### src/rtl/hazard_scoreboard.sv
// -----------------------------------------------------------------------------
// hazard_scoreboard
//   Hazard unit for the 5-stage pipeline. It produces every stall and flush
//   control, the E-stage operand forwarding selects, handles a fixed-latency
//   long (mul/div) operation in E and a variable-latency memory in M, and
//   keeps a saturating count of front-end stall cycles.
//
// Ports
//   clk, reset                 clock, asynchronous active-high reset
//   Rs1D, Rs2D                 D-stage source registers
//   Rs1E, Rs2E, RdE            E-stage sources / destination
//   RdM, RdW                   M / W destinations
//   RegWriteE/M/W              register write enables per stage
//   ResultSrcE0                load resident in E
//   PCSrcE                     taken branch/jump in E
//   LongStartE                 long op resident in E
//   MemReqM, MemReadyM         memory request in M / completes this cycle
//   ForwardAE, ForwardBE       00 regfile, 01 W result, 10 M ALU result
//   StallF/D/E/M               hold stage register
//   FlushD/E/M/W               clear stage register (insert bubble)
//   LongBusy                   long-op FSM is not in RUN
//   StallCount                 saturating count of cycles with StallF=1
// -----------------------------------------------------------------------------
module hazard_scoreboard #(
    parameter int REG_AW   = 5,
    parameter int LONG_LAT = 4,
    parameter int CNT_W    = 32,
    parameter int FWD_EN   = 1
) (
    input  logic              clk,
    input  logic              reset,
    input  logic [REG_AW-1:0] Rs1D,
    input  logic [REG_AW-1:0] Rs2D,
    input  logic [REG_AW-1:0] Rs1E,
    input  logic [REG_AW-1:0] Rs2E,
    input  logic [REG_AW-1:0] RdE,
    input  logic [REG_AW-1:0] RdM,
    input  logic [REG_AW-1:0] RdW,
    input  logic              RegWriteE,
    input  logic              RegWriteM,
    input  logic              RegWriteW,
    input  logic              ResultSrcE0,
    input  logic              PCSrcE,
    input  logic              LongStartE,
    input  logic              MemReqM,
    input  logic              MemReadyM,
    output logic [1:0]        ForwardAE,
    output logic [1:0]        ForwardBE,
    output logic              StallF,
    output logic              StallD,
    output logic              StallE,
    output logic              StallM,
    output logic              FlushD,
    output logic              FlushE,
    output logic              FlushM,
    output logic              FlushW,
    output logic              LongBusy,
    output logic [CNT_W-1:0]  StallCount
);

    // Counter is at least one bit wide so LONG_LAT=1 still elaborates.
    localparam int CW = (LONG_LAT > 1) ? $clog2(LONG_LAT) : 1;
    localparam logic [CW-1:0]     CNT_ZERO = CW'(0);
    localparam logic [CW-1:0]     CNT_ONE  = CW'(1);
    localparam logic [CW-1:0]     CNT_LOAD = CW'((LONG_LAT > 1) ? (LONG_LAT - 2) : 0);
    localparam logic              LONG_EN  = (LONG_LAT > 1);
    localparam logic [REG_AW-1:0] REG_X0   = {REG_AW{1'b0}};
    localparam logic [CNT_W-1:0]  SC_MAX   = {CNT_W{1'b1}};
    localparam logic [CNT_W-1:0]  SC_ONE   = CNT_W'(1);
    localparam logic [CNT_W-1:0]  SC_ZERO  = CNT_W'(0);

    typedef enum logic [1:0] {
        RUN  = 2'd0,
        BUSY = 2'd1,
        DONE = 2'd2
    } state_t;

    state_t            state_r;
    logic [CW-1:0]     cnt_r;
    logic [CNT_W-1:0]  stallCount_r;

    logic memStall_s;
    logic rawStall_s;
    logic longStall_s;

    // Operand forwarding selects for the E stage.
    always_comb begin
        ForwardAE = 2'b00;
        ForwardBE = 2'b00;
        if (FWD_EN != 0) begin
            if ((Rs1E == RdM) && RegWriteM && (Rs1E != REG_X0)) begin
                ForwardAE = 2'b10;
            end else if ((Rs1E == RdW) && RegWriteW && (Rs1E != REG_X0)) begin
                ForwardAE = 2'b01;
            end else begin
                ForwardAE = 2'b00;
            end
            if ((Rs2E == RdM) && RegWriteM && (Rs2E != REG_X0)) begin
                ForwardBE = 2'b10;
            end else if ((Rs2E == RdW) && RegWriteW && (Rs2E != REG_X0)) begin
                ForwardBE = 2'b01;
            end else begin
                ForwardBE = 2'b00;
            end
        end else begin
            ForwardAE = 2'b00;
            ForwardBE = 2'b00;
        end
    end

    // Read-after-write detection for the instruction in D.
    always_comb begin
        rawStall_s = 1'b0;
        if (FWD_EN != 0) begin
            // Only a load result is too late to forward.
            rawStall_s = ResultSrcE0 && RegWriteE && (RdE != REG_X0) &&
                         ((Rs1D == RdE) || (Rs2D == RdE));
        end else begin
            // Without forwarding, wait until the producer reaches W; the
            // regfile writes in the first half-cycle so W itself is safe.
            rawStall_s = ((Rs1D != REG_X0) &&
                          (((Rs1D == RdE) && RegWriteE) || ((Rs1D == RdM) && RegWriteM))) ||
                         ((Rs2D != REG_X0) &&
                          (((Rs2D == RdE) && RegWriteE) || ((Rs2D == RdM) && RegWriteM)));
        end
    end

    // Long-op stall request; forced low while reset is asserted.
    always_comb begin
        longStall_s = 1'b0;
        case (state_r)
            RUN:     longStall_s = LongStartE && LONG_EN;
            BUSY:    longStall_s = (cnt_r != CNT_ZERO);
            DONE:    longStall_s = 1'b0;
            default: longStall_s = 1'b0;
        endcase
        if (reset) begin
            longStall_s = 1'b0;
        end else begin
            longStall_s = longStall_s;
        end
    end

    // Stage stall/flush equations; memory stall wins over any flush.
    always_comb begin
        memStall_s = MemReqM && !MemReadyM;
        StallE     = memStall_s || longStall_s;
        StallF     = StallE || rawStall_s;
        StallD     = StallE || rawStall_s;
        StallM     = memStall_s;
        FlushW     = memStall_s;
        FlushM     = longStall_s && !memStall_s;
        FlushE     = !StallE && (rawStall_s || PCSrcE);
        FlushD     = !StallE && PCSrcE;
    end

    // Long-op FSM: RUN -> BUSY counts down, DONE holds off retrigger while
    // E is still frozen by the memory.
    always_ff @(posedge clk or posedge reset) begin
        if (reset) begin
            state_r <= RUN;
            cnt_r   <= CNT_ZERO;
        end else begin
            case (state_r)
                RUN: begin
                    if (LongStartE && LONG_EN) begin
                        cnt_r   <= CNT_LOAD;
                        state_r <= BUSY;
                    end
                end
                BUSY: begin
                    if (cnt_r != CNT_ZERO) begin
                        cnt_r <= cnt_r - CNT_ONE;
                    end else if (!StallE) begin
                        state_r <= RUN;
                    end else begin
                        state_r <= DONE;
                    end
                end
                DONE: begin
                    if (!StallE) begin
                        state_r <= RUN;
                    end
                end
                default: begin
                    state_r <= RUN;
                    cnt_r   <= CNT_ZERO;
                end
            endcase
        end
    end

    // Saturating front-end stall-cycle counter.
    always_ff @(posedge clk or posedge reset) begin
        if (reset) begin
            stallCount_r <= SC_ZERO;
        end else if (StallF && (stallCount_r != SC_MAX)) begin
            stallCount_r <= stallCount_r + SC_ONE;
        end
    end

    assign LongBusy   = (state_r != RUN);
    assign StallCount = stallCount_r;

endmodule

### config.mk
export PLATFORM = sky130hd
export DESIGN_NAME = hazard_scoreboard
export DESIGN_NICKNAME = d
export VERILOG_FILES = /design/src/rtl/hazard_scoreboard.sv
export SDC_FILE = /design/constraint.sdc
export NUM_CORES = 1
export LEC_CHECK = 0
export BUFFER_PORTS_ARGS = -buffer_cell sky130_fd_sc_hd__buf_2
export CAP_MARGIN = 5
export CORE_MARGIN = 2
export CORE_UTILIZATION = 48
export DETAILED_ROUTE_END_ITERATION = 12
export GPL_TIMING_DRIVEN = 1
export PLACE_DENSITY = 0.88
export SYNTH_ARGS = -nofsm -noshare
export SYNTH_HDL_FRONTEND = slang
export SYNTH_SLANG_ARGS = --single-unit
### constraint.sdc
create_clock -name clk -period 5.6 [get_ports clk]
set_input_delay 0.56 -clock clk [delete_from_list [all_inputs] [get_ports clk]]
set_output_delay 0.56 -clock clk [all_outputs]
set_load 0.05 [all_outputs]
==> results.toml <==
[outcome]
outcome = "completed"

[clocking]
numCtsBuffers = 5
clock_sinks = 36
clk_pin_slew_worst_paths_ps = 70
cts_resized = 0
htree_levels = 2
clk_latency_ps = 290
hold_buffers = 0
cts_tree = "yes"
postCtsSetupBuffers = 0
clockBufferDepth = 2
cts-root-buf = "clkbuf_8"

[route]
drtIter0Drc = 138
first_pass_iters = 4
drt-total-wl_um = 5060
via_per_inst = 5.28
drt-wirelength-per-cell_um = 12.7
num_vias = 2111
ant_nets = 0
drc = 0

[yosys]
synth.most_common_cell = "xnor2_1"
yosysSeqAreaShare = 0.384
ys_async_sr_fraction = 1.00
yosysTopAreaCell = "dfrtp_1"
synth.top_cells.by_count = "xnor2_1 (47), dfrtp_1 (36), nand4_1 (19), nor2_1 (18), xor2_1 (14)"
yosysUniqueCellTypes = 41
synth_area_leaders = "dfrtp_1 (38%), xnor2_1 (18%), xor2_1 (5.2%)"
synth_fp_nets = 290
synth-edff-count = 0
netlist_area_um2 = 2350
ys_ff_latch = 36
synth_fa_ha_area_frac = 0.0107
syn_area_per_cell_um2 = 9.66
synth_top_area_frac = 0.384
synth_mux_area_frac = 0.00959
synth_top_family_by_area = "simple AND/OR/NAND/NOR gates"
synth-simple-area-share = 0.294
synth_xor_area_frac = 0.227
synth_cells = 243
synth_compound_area_frac = 0.0362
yosys_warnings = 0
ys.flop_type = "dfrtp_1"

[placement]
dp_cells = 392
hpwl_um = 3920
place.gp.congestion = 0.828
port_buffers = 89
dpl_cell_area_um2 = 2840

[worst_setup_path]
critPathArrivalTime_ps = 2400
cp_max_fo = 34
required_ps = 5040
crit_type = "flip-flop to output pin"
startpoint_type = "flip-flop"
cp-end-kind = "output pin"

[grt]
grt_start_max_net_pins = 37
first_global_vias = 1978
grt_pass1_wl_um = 8360
track_usage = 0.196
antenna_found_initial = 0
gr-total-overflow = 0

[final_layout]
nNetsFinal = 379
fin_cells = 400
drive_above_1_share = 0.357
diodes = 0
final-seq-area_um2 = 901
nFillCells = 367
multi_input_area_um2 = 1360
area_growth_pct = 24.7
final_area_um2 = 2930

[pwr]
ir_drop_uv = 177
p_leak_uw = 0.00135
power_density_nw_per_um2 = 315

[timing]
finalMaxSlewViolations = 0
fmax_mhz = 338
finalHoldViolations = 0
finalSetupTns_ps = 0
skew_ps = 6.17
relSlewSlack = 0.423
post-route-min-period_ps = 2960
final-setup-viol-count = 0
fin_crit_sh = 0.529
rsz0062_at_grt = "false"
worstMarginPinSlew_ps = 866

[die]
die_area_um2 = 5470
ios = 90
start_util = 0.497
rows = 25
dieHeight_um = 73.9
die_x_um = 73.9
core_area_um2 = 4720

[hold_path]
holdCritPathClass = "input pin to async pin"

[flow_run]
cap_violations = 0
-- state kept, by name, indices dropped and copies added, names as in the netlist --
name / flops
StallCount: 32
cnt_r: 2
state_r: 2
-- cell families after synthesis --
group / after synthesis
buffers and inverters: 17
adders and majority gates: 2
muxes: 2
AOI/OAI and AO/OA: 12
and+or+nand+nor: 113
xor gates and xnor gates: 61
DFF: 36
-- per-layer routing --
layer	track usage	wire length [µm]
met2	0.363	2620
met3	0.0528	318
met1	0.206	2020
met4	0.0869	97
met5	0	0
-- area by class of cell --
| class | count | share of cell area |
|---|---|---|
| flip-flops and latches | 36 | 0.308 |
| inverters | 8 | 0.0103 |
| clock inverters | 2 | 0.00342 |
| clock buffers | 6 | 0.0282 |
| multi-input cells | 190 | 0.465 |
| repair buffers | 91 | 0.157 |
| well taps | 67 | 0.0286 |
-- placed cells by master, fill, tap and decap left out, types with 3 or more instances in the layout --
cell / instances
and3_1: 8
and4_1: 5
buf_2: 89
clkbuf_8: 6
dfrtp_1: 36
inv_1: 8
nand2_1: 13
nand2b_1: 3
nand3_1: 12
nand3_2: 10
nand4_1: 19
nor2_1: 18
nor3_1: 8
nor4_1: 4
or4_1: 3
xnor2_1: 47
xor2_1: 14
-- critical path, cell delays in order, from the launching register on --
cell and delay, ps:
dfrtp_1 360, inv_1 60, ha_1 240, nand2b_1 200, a211o_1 310, nand2_1 100, o21bai_2 110, buf_4 370
buf_2 340
-- through the flow --
| step | worst slack (ps) | utilization | power (µW) | hold WS [ps] |
|---|---|---|---|---|
| final | 2640 | 0.620 | 922 | 382 |
| after CTS | 2640 | 0.620 | 929 | 386 |
| after global routing | 2510 | 0.620 | 974 | 423 |
| after floorplan | 2010 | - | 638 | 436 |
| after global placement | 2930 | 0.600 | 727 | 465 |
| after detailed placement | 2860 | 0.600 | 737 | 467 |
-- final timing paths --
path                               start             to  slack, ps  depth (start not counted)
setup / recovery                cnt_r[0]         StallD       2640                          8
hold / removal                     reset  StallCount[0]        380                          3
setup reg to reg           StallCount[8]  StallCount[1]       2840                          6
hold reg to reg               state_r[1]     state_r[0]        480                          1
max in group asynchronous          reset  StallCount[7]       4900                          3
min in group clk              state_r[1]     state_r[0]        480                          1
-- report_power, final --
group	internal (µW)	switching (µW)	total (µW)
Combinational	127	273	400
Sequential	296	35.0	331
Clock	98.1	92.2	190
No activity file was read; power rests on OpenSTA's default activity.
